<file path="src/rtl/wait_event_multi_ch.sv">
// Multi-channel event waiter: runs one wait command at a time on a selected channel
// (edge count or level) with optional timeout, and reports done, error flags and counters.
module wait_event_multi_ch #(
  parameter int G_NB_CH     = 8,
  parameter int G_SEL_WIDTH = 3,
  parameter int G_CNT_WIDTH = 16,
  parameter int G_TO_WIDTH  = 32
) (
  input  logic                   clk,
  input  logic                   rst,
  input  logic                   start,
  input  logic [G_SEL_WIDTH-1:0] ch_sel,
  input  logic [2:0]             mode,
  input  logic [G_CNT_WIDTH-1:0] occ_nb,
  input  logic [G_TO_WIDTH-1:0]  timeout,
  input  logic                   abort,
  input  logic [G_NB_CH-1:0]     wait_signals,
  output logic                   busy,
  output logic                   done,
  output logic                   timeout_err,
  output logic                   cmd_err,
  output logic [G_TO_WIDTH-1:0]  elapsed,
  output logic [G_CNT_WIDTH-1:0] occ_seen
);

  localparam int PAD_W = 1 << G_SEL_WIDTH;

  localparam logic [2:0] MODE_RISE = 3'b000;
  localparam logic [2:0] MODE_FALL = 3'b001;
  localparam logic [2:0] MODE_ANY  = 3'b010;
  localparam logic [2:0] MODE_HIGH = 3'b011;
  localparam logic [2:0] MODE_LOW  = 3'b100;

  typedef enum logic [1:0] {
    ST_IDLE,
    ST_WAIT,
    ST_DONE
  } state_t;

  state_t                 state_q, state_d;
  logic [G_NB_CH-1:0]     prev_q;
  logic [G_SEL_WIDTH-1:0] ch_q, ch_d;
  logic [2:0]             mode_q, mode_d;
  logic [G_CNT_WIDTH-1:0] target_q, target_d;
  logic [G_CNT_WIDTH-1:0] occ_q, occ_d;
  logic [G_TO_WIDTH-1:0]  tmo_q, tmo_d;
  logic [G_TO_WIDTH-1:0]  elapsed_q, elapsed_d;
  logic                   terr_q, terr_d;
  logic                   cerr_q, cerr_d;

  logic [PAD_W-1:0]       sig_pad, prev_pad;
  logic                   cur_sig, prev_sig;
  logic                   edge_hit, match, tmo_hit, cmd_legal;
  logic [G_CNT_WIDTH-1:0] occ_inc;
  logic [G_TO_WIDTH-1:0]  elapsed_inc;

  // Pad the channel vectors to the full select range so any ch_sel value indexes safely.
  always_comb begin
    sig_pad                 = '0;
    prev_pad                = '0;
    sig_pad[G_NB_CH-1:0]    = wait_signals;
    prev_pad[G_NB_CH-1:0]   = prev_q;
  end

  assign occ_inc     = occ_q + G_CNT_WIDTH'(1);
  assign elapsed_inc = elapsed_q + G_TO_WIDTH'(1);
  assign tmo_hit     = (tmo_q != '0) && (elapsed_inc == tmo_q);
  assign cmd_legal   = (mode <= MODE_LOW) &&
                       ({1'b0, ch_sel} < (G_SEL_WIDTH + 1)'(G_NB_CH));

  always_comb begin
    cur_sig  = sig_pad[ch_q];
    prev_sig = prev_pad[ch_q];
    edge_hit = 1'b0;
    match    = 1'b0;
    case (mode_q)
      MODE_RISE: edge_hit = cur_sig & ~prev_sig;
      MODE_FALL: edge_hit = ~cur_sig & prev_sig;
      MODE_ANY:  edge_hit = cur_sig ^ prev_sig;
      default:   edge_hit = 1'b0;
    endcase
    case (mode_q)
      MODE_HIGH: match = cur_sig;
      MODE_LOW:  match = ~cur_sig;
      default:   match = edge_hit && (occ_inc == target_q);
    endcase
  end

  // An illegal command still passes through WAIT for one cycle without evaluating,
  // so every command reports done no earlier than two cycles after start.
  always_comb begin
    state_d   = state_q;
    ch_d      = ch_q;
    mode_d    = mode_q;
    target_d  = target_q;
    tmo_d     = tmo_q;
    elapsed_d = elapsed_q;
    occ_d     = occ_q;
    terr_d    = terr_q;
    cerr_d    = cerr_q;
    case (state_q)
      ST_IDLE: begin
        if (start) begin
          ch_d      = ch_sel;
          mode_d    = mode;
          target_d  = (occ_nb == '0) ? G_CNT_WIDTH'(1) : occ_nb;
          tmo_d     = timeout;
          elapsed_d = '0;
          occ_d     = '0;
          terr_d    = 1'b0;
          cerr_d    = ~cmd_legal;
          state_d   = ST_WAIT;
        end
      end
      ST_WAIT: begin
        if (abort) begin
          terr_d  = 1'b0;
          cerr_d  = 1'b0;
          state_d = ST_IDLE;
        end else if (cerr_q) begin
          state_d = ST_DONE;
        end else begin
          if (elapsed_q != '1) elapsed_d = elapsed_inc;
          if (edge_hit) occ_d = occ_inc;
          if (match) begin
            state_d = ST_DONE;
          end else if (tmo_hit) begin
            terr_d  = 1'b1;
            state_d = ST_DONE;
          end
        end
      end
      ST_DONE: begin
        state_d = ST_IDLE;
        if (abort) begin
          terr_d = 1'b0;
          cerr_d = 1'b0;
        end
      end
      default: state_d = ST_IDLE;
    endcase
  end

  always_ff @(posedge clk or posedge rst) begin
    if (rst) prev_q <= '0;
    else     prev_q <= wait_signals;
  end

  always_ff @(posedge clk or posedge rst) begin
    if (rst) begin
      state_q   <= ST_IDLE;
      ch_q      <= '0;
      mode_q    <= '0;
      target_q  <= '0;
      tmo_q     <= '0;
      elapsed_q <= '0;
      occ_q     <= '0;
      terr_q    <= 1'b0;
      cerr_q    <= 1'b0;
    end else begin
      state_q   <= state_d;
      ch_q      <= ch_d;
      mode_q    <= mode_d;
      target_q  <= target_d;
      tmo_q     <= tmo_d;
      elapsed_q <= elapsed_d;
      occ_q     <= occ_d;
      terr_q    <= terr_d;
      cerr_q    <= cerr_d;
    end
  end

  // Abort during the DONE cycle swallows the pulse in that same cycle.
  assign busy        = (state_q != ST_IDLE);
  assign done        = (state_q == ST_DONE) && !abort;
  assign timeout_err = terr_q;
  assign cmd_err     = cerr_q;
  assign elapsed     = elapsed_q;
  assign occ_seen    = occ_q;

endmodule
</file>
<file path="config.mk">
export PLATFORM = sky130hd
export DESIGN_NAME = wait_event_multi_ch
export DESIGN_NICKNAME = d
export VERILOG_FILES = /design/src/rtl/wait_event_multi_ch.sv
export SDC_FILE = /design/constraint.sdc
export NUM_CORES = 1
export LEC_CHECK = 0
export CAP_MARGIN = 25
export CORE_ASPECT_RATIO = 0.5
export CORE_MARGIN = 10
export CORE_UTILIZATION = 49
export DETAILED_ROUTE_END_ITERATION = 12
export PLACE_DENSITY = 0.81
export SYNTH_ARGS = -nofsm -noshare
export SYNTH_HDL_FRONTEND = slang
export SYNTH_SLANG_ARGS = --single-unit
</file>
<file path="constraint.sdc">
create_clock -name clk -period 3.4 [get_ports clk]
set_input_delay 0.34 -clock clk [delete_from_list [all_inputs] [get_ports clk]]
set_output_delay 0.34 -clock clk [all_outputs]
set_load 0.005 [all_outputs]
</file>
==> impl_metrics.env, run 1 <==
export IMPL_synth_simple_gate_area_share_pct=20.4
export IMPL_pre_cts_slack_ns=-0.100
export IMPL_clkSinkCount=114
export IMPL_grt_first_pass_wirelength_um=33100
export IMPL_floorplan_rows=30
export IMPL_drive_above_1_share_pct=16.7
export IMPL_synth_top_family_by_area="simple AND/OR/NAND/NOR gates"
export IMPL_cts_buffer_depth=2
export IMPL_synth_compound_area_share_pct=11.9
export IMPL_cp_start_kind="flip-flop"
export IMPL_max_slew_margin_pct=56.3
export IMPL_root_buffer="clkbuf_16"
export IMPL_yosys_area_top_type_share_pct=42.1
export IMPL_synth_xor_area_share_pct=8.40
export IMPL_wl_per_cell_um=19.4
export IMPL_synth_edf_count=0
export IMPL_area_growth_syn_to_layout_pct=32.2
export IMPL_rsz0062_at_grt="false"
export IMPL_arrival_ns=3.47
export IMPL_die_w_um=186
export IMPL_tightest_slew_ns=0.653
export IMPL_grt_busiest_layer="met2"
export IMPL_dieArea_um2=19200
export IMPL_fin_nets=922
export IMPL_yosysTopAreaCell="dfrtp_1"
export IMPL_synth_top_flop_cell="dfrtp_1"
export IMPL_post_route_min_period_ns=3.18
export IMPL_clkLatencyLatePin_ns=0.42
export IMPL_crit_fanout=6
export IMPL_track_usage_pct=21.3
export IMPL_initial_core_util_pct=50.0
export IMPL_gp_congestion=0.959
export IMPL_cap_violations=0
export IMPL_htreeDepth=4
export IMPL_grt_overflow=0
export IMPL_wirelength_um=20400
export IMPL_ir_drop_v=0.000359
export IMPL_postRouteAntennaNets=0
export IMPL_drc=0
export IMPL_syn_nets=788
export IMPL_hpwl_um=14900
export IMPL_power_density_nw_per_um2=786
export IMPL_leakage_nw=3.52
export IMPL_pin_count=118
export IMPL_viasPerCell=5.96
export IMPL_worstPathRequired_ns=3.69
export IMPL_n_antenna_cell=0
export IMPL_dr_pass1_iters=5
export IMPL_grt_max_degree=51
export IMPL_die_h_um=103
export IMPL_syn_area_um2=6780
export IMPL_netlist_instances=713
export IMPL_fin_total_pwr_w=0.00705
export IMPL_grtUsageMet3_pct=4.55
export IMPL_grt_antenna_before_repair=0
export IMPL_ys_seq_area_share_pct=42.1
export IMPL_fmax_mhz=314
export IMPL_tns_ns=0
export IMPL_cts_tree="built"
export IMPL_fin_util_pct=66.1
export IMPL_yosys_top_cells_area="dfrtp_1 42%, mux2_2 8.8%, xnor2_1 5.4%"
export IMPL_hold_violations=0
export IMPL_hold_path_class="in -> async"
export IMPL_num_fill_cells=1037
export IMPL_status="completed"
export IMPL_drv_slew=0
export IMPL_yosys_area_share_adder_pct=1.66
export IMPL_grt_use_met1_pct=25.1
export IMPL_port_buffers=117
export IMPL_avgSynthCellArea_um2=9.51
export IMPL_drt_iter0_markers=715
export IMPL_grt_pass1_vias=6331
export IMPL_coreArea_um2=13600
export IMPL_r2r_setup_slack_ns=0.22
export IMPL_path_class="reg -> reg"
export IMPL_end_kind="flip-flop"
export IMPL_numCtsBuffers=17
export IMPL_fin_crit_sh_pct=93.6
export IMPL_use_met2_pct=38.4
export IMPL_yosysWarnings=0
export IMPL_synth_seq_cells=114
export IMPL_muxShareOfSynthArea_pct=11.8
export IMPL_finClkSkew_ns=0.00735
export IMPL_setup_slack_ns=0.218
export IMPL_yosys_cell_types_count=56
export IMPL_vias=6266
export IMPL_clk_pin_slew_ns=0.06
export IMPL_setup_viol_count_final=0
export IMPL_cts_hold_buffers=0
export IMPL_synthArstFlopShare_pct=100
[sequential cells by signal, indices dropped and copies added, names as in the netlist]
name         flops
mode_q           3
ch_q             3
prev_pad         8
cmd_err          1
state_q          2
tmo_q           32
elapsed         32
timeout_err      1
target_q        16
occ_seen        16
[report_power, final]
part           total, W  internal (W)  switching (W)  leakage [nW]
clock           0.00188       0.00124       0.000640         0.297
combinational   0.00283       0.00134        0.00149          1.79
sequential      0.00234       0.00179       0.000555          1.43
[logic make-up (layout without fill, tap and decap cells)]
logic type / after synthesis / after routing
and+or+nand+nor: 262 / 262
AOI/OAI and AO/OA: 135 / 135
DFF: 114 / 114
muxes: 68 / 68
xor gates and xnor gates: 65 / 65
buffers and inverters: 60 / 207
adders and majority gates: 9 / 9
[placed cells by master (no fill, tap or decap), types with 4 or more instances in the layout]
| cell | count |
|---|---|
| ha_1 | 9 |
| a21oi_1 | 37 |
| a31oi_1 | 7 |
| a22o_1 | 5 |
| dfrtp_1 | 113 |
| nor4_1 | 19 |
| nand4_1 | 20 |
| mux2i_1 | 9 |
| clkdlybuf4s50_1 | 117 |
| xor2_1 | 23 |
| or4_1 | 8 |
| o31ai_1 | 18 |
| inv_1 | 18 |
| nand3_1 | 29 |
| o21ai_0 | 44 |
| nand2b_1 | 4 |
| mux4_2 | 4 |
| and3_1 | 8 |
| nand2_1 | 83 |
| and4_1 | 4 |
| clkbuf_16 | 17 |
| nor3_1 | 37 |
| clkinv_2 | 5 |
| bufinv_16 | 4 |
| o22ai_1 | 6 |
| buf_4 | 38 |
| nor3b_1 | 5 |
| nor2_1 | 21 |
| mux2_2 | 53 |
| xnor2_1 | 42 |
[final cells by class]
| class | count | area [um2] | share of cell area (%) |
|---|---|---|---|
| multi-input cells | 539 | 3700 | 41.3 |
| repair buffers | 156 | 1480 | 16.5 |
| clock buffers | 21 | 450 | 5.03 |
| well taps | 192 | 240 | 2.68 |
| clock inverters | 11 | 160 | 1.79 |
| inverters | 19 | 73.8 | 0.824 |
| flip-flops and latches | 114 | 2850 | 31.9 |
[worst max-delay path, cell delays in order (launching register included)]
cell and delay, ns:
dfrtp_1 0.44, ha_1 0.30, nand3_1 0.22, or4_1 0.56, or2_2 0.37, xnor2_1 0.19
nand4_1 0.12, o21ai_1 0.25, inv_1 0.10, a31oi_1 0.17, mux2_1 0.34
[metal layers]
metal / wire [um] / vias up
met1: 8280 / 3071
met5: 0 / -
met3: 1330 / 43
met4: 467 / 0
li1: - / 2888
met2: 10300 / 264
[cell usage after synthesis (all sizes together), types with 4 or more instances]
| master | number |
|---|---|
| a21oi | 37 |
| a22o | 5 |
| a31oi | 7 |
| and3 | 9 |
| and4 | 4 |
| buf | 13 |
| clkbuf | 28 |
| dfrtp | 114 |
| ha | 9 |
| inv | 19 |
| mux2 | 54 |
| mux2i | 10 |
| mux4 | 4 |
| nand2 | 85 |
| nand2b | 4 |
| nand3 | 30 |
| nand4 | 23 |
| nor2 | 21 |
| nor3 | 38 |
| nor3b | 6 |
| nor4 | 20 |
| o21ai | 46 |
| o22ai | 6 |
| o31ai | 18 |
| or4 | 9 |
| xnor2 | 42 |
| xor2 | 23 |
[final timing paths]
path / startpoint / endpoint / depth (start not counted)
worst max-delay path: occ_seen[1]$_DFFE_PP0P_ / state_q[0]$_DFFE_PP0P_ / 10
worst min-delay path: rst / tmo_q[4]$_DFFE_PP0P_ / 2
worst max register to register: occ_seen[1]$_DFFE_PP0P_ / state_q[0]$_DFFE_PP0P_ / 10
worst min register to register: target_q[0]$_DFFE_PP0P_ / target_q[0]$_DFFE_PP0P_ / 2
max in group asynchronous: rst / elapsed[22]$_DFFE_PP0P_ / 3
min in group clk: wait_signals[2] / prev_pad[2]$_DFF_PP0_ / 1
[timing repair]
action / CTS / global route
buffers inserted: 0 / 0
gates resized for setup: 0 / 7
endpoints found under the setup margin: 0 / 12
[through the flow]
stage               cell area [um2]  std cells  hold slack, ns
finish                         8960       1052           0.335
global route                   8960       1052           0.383
CTS                            8940       1052           0.351
detailed placement             8330       1020           0.487
global placement               8330       1020           0.479
floorplan                      6780        713           0.371
Power figures use the tool's default switching activity.
==> run 2: changes to the inputs <==
--- a/config.mk
+++ b/config.mk
@@ -11,6 +11,7 @@
 export CORE_UTILIZATION = 49
 export DETAILED_ROUTE_END_ITERATION = 12
 export PLACE_DENSITY = 0.81
+export RECOVER_POWER = 100
 export SYNTH_ARGS = -nofsm -noshare
 export SYNTH_HDL_FRONTEND = slang
 export SYNTH_SLANG_ARGS = --single-unit
==> run 2 against run 1 <==
  * The run now ends with max-capacitance violations, max-slew violations left
  * Die area stayed put
  * Clock skew grew 0.0012 ns
  * Highest routed layer unchanged
  * Largest cell class unchanged
  * Register-to-register slack got worse by 0.02 ns
  * Worst hold slack gained 0.17 ns
  * Sequential share of layout area increased by 0.33 points
  * Routed wire length increased by 0.17%
  * Critical path type unchanged
  * Sequential power barely moved
  * Power shrank 1.1%
  * Non-clock buffer count stayed put
  * Clock power hardly changed
  * Fmax shrank 0.70%
  * Count of clock-buffer cells in the layout unchanged
==> impl_metrics.env, run 2 (synthesized netlist as in run 1, its figures left out) <==
export IMPL_status="finished with violations"
export IMPL_violations="max-capacitance violations, max-slew violations"
export IMPL_postRouteAntennaNets=0
export IMPL_max_slew_margin_pct=-26.7
export IMPL_fin_crit_sh_pct=94.2
export IMPL_setup_slack_ns=0.196
export IMPL_hold_ws_ns=0.500
export IMPL_dp_cells=1020
export IMPL_grt_overflow=0
export IMPL_final_common_cell="dfrtp_1"
export IMPL_drive_above_1_share_pct=14.8
export IMPL_pre_cts_slack_ns=-0.100
export IMPL_tightest_slew_ns=1.89
export IMPL_ff2ff_path_depth=11
export IMPL_hold_path_class="reg -> reg"
export IMPL_route_met2_wl_um=10400
export IMPL_hold_depth=1
export IMPL_cp_start_kind="flip-flop"
export IMPL_dr_pass1_iters=5
export IMPL_rr_startpoint="elapsed[0]$_DFFE_PP0P_"
export IMPL_finClkSkew_ns=0.00853
export IMPL_cts_buffer_depth=2
export IMPL_highest_layer="met4"
export IMPL_grt_first_pass_wirelength_um=33100
export IMPL_setup_viol_count_final=0
export IMPL_m1WireLength_um=8320
export IMPL_fin_nets=922
export IMPL_track_usage_pct=21.3
export IMPL_num_fill_cells=1054
export IMPL_hold_start="timeout_err$_DFFE_PP0P_"
export IMPL_drv_slew=43
export IMPL_root_buffer="clkbuf_16"
export IMPL_rsz0062_at_grt="false"
export IMPL_post_route_min_period_ns=3.20
export IMPL_pin_count=118
export IMPL_rr_endpoint="state_q[0]$_DFFE_PP0P_"
export IMPL_final_cell_mix="113 x dfrtp_1, 85 x nand2_1, 72 x clkdlybuf4s50_1"
export IMPL_end_kind="flip-flop"
export IMPL_dieArea_um2=19200
export IMPL_coreArea_um2=13600
export IMPL_viasPerCell=5.93
export IMPL_numCtsBuffers=17
export IMPL_arrival_ns=3.50
export IMPL_cts_tree="built"
export IMPL_wirelength_um=20500
export IMPL_die_w_um=186
export IMPL_hold_violations=0
export IMPL_hpwl_um=14900
export IMPL_route_met3_wl_um=1320
export IMPL_drt_iter0_markers=667
export IMPL_area_growth_syn_to_layout_pct=30.8
export IMPL_worstPathRequired_ns=3.69
export IMPL_grt_max_degree=51
export IMPL_power_density_nw_per_um2=786
export IMPL_floorplan_rows=30
export IMPL_stdcell_count=1053
export IMPL_hold_end="timeout_err$_DFFE_PP0P_"
export IMPL_ir_drop_v=0.000350
export IMPL_initial_core_util_pct=50.0
export IMPL_leakage_nw=3.57
export IMPL_vias=6249
export IMPL_crit_fanout=8
export IMPL_fmax_mhz=312
export IMPL_die_h_um=103
export IMPL_port_buffers=117
export IMPL_cap_violations=1
export IMPL_path_class="reg -> reg"
export IMPL_gp_congestion=0.959
export IMPL_r2r_setup_slack_ns=0.20
export IMPL_drc=0
export IMPL_clkSinkCount=114
export IMPL_tns_ns=0
export IMPL_clk_pin_slew_ns=0.05
export IMPL_grt_pass1_vias=6331
export IMPL_grt_antenna_before_repair=1
export IMPL_htreeDepth=4
export IMPL_clkLatencyLatePin_ns=0.42
export IMPL_wl_per_cell_um=19.4
## run 2: critical path: stages, from the launching register on
cell and delay [ns]:
dfrtp_1 0.48, ha_1 0.21, nand3_1 0.26, nor4_1 0.32, buf_4 0.19, nor3b_2 0.24, nand3_1 0.20, xnor2_1 0.20
nor4_1 0.17, nand4_1 0.21, a31oi_1 0.27, mux2_1 0.34
## run 2: per-layer routing
metal	global-route usage [%]	vias to the layer above
met5	0	-
met4	7.51	0
met3	4.55	39
met2	38.4	257
met1	25.1	3073
li1	-	2880
## run 2: layout make-up
cell class	instances	area (um2)	share of cell area, %
diodes	1	2.50	0.0282
clock buffers	21	450	5.08
clock inverters	11	160	1.81
inverters	19	72.6	0.818
multi-input cells	539	3680	41.5
flip-flops and latches	114	2850	32.2
well taps	192	240	2.71
repair buffers	156	1410	15.8
## run 2: timing repair
item                       CTS  global route
resized for setup            0             7
hold buffers                 0             0
setup endpoints to repair    0            12
setup buffers                0             0
## run 2: worst max path at each step
stage,start,cells after the start,endpoint,slack (ns)
floorplan,rst,1,ch_q[0]$_DFFE_PP0P_,0.04
global placement,wait_signals[7],10,occ_seen[7]$_DFFE_PP0P_,0.12
detailed placement,wait_signals[7],13,state_q[0]$_DFFE_PP0P_,-0.10
CTS,occ_seen[1]$_DFFE_PP0P_,11,state_q[0]$_DFFE_PP0P_,0.04
global route,occ_seen[1]$_DFFE_PP0P_,10,state_q[0]$_DFFE_PP0P_,0.007
finish,elapsed[0]$_DFFE_PP0P_,11,state_q[0]$_DFFE_PP0P_,0.20
## run 2: where the power goes
part / internal (W) / switching [W] / total, W
Clock: 0.00124 / 0.000642 / 0.00188
Combinational: 0.00128 / 0.00147 / 0.00275
Sequential: 0.00179 / 0.000553 / 0.00234
## run 2: per-stage QoR
step / total power (W) / area [um2] / utilization, %
2_1_floorplan: 0.00412 / 6780 / -
3_3_place_gp: 0.00495 / 8330 / 61.5
3_5_place_dp: 0.00510 / 8330 / 61.5
4_1_cts: 0.00699 / 8940 / 66.0
5_1_grt: 0.00737 / 8870 / 65.4
6_report: 0.00697 / 8870 / 65.4
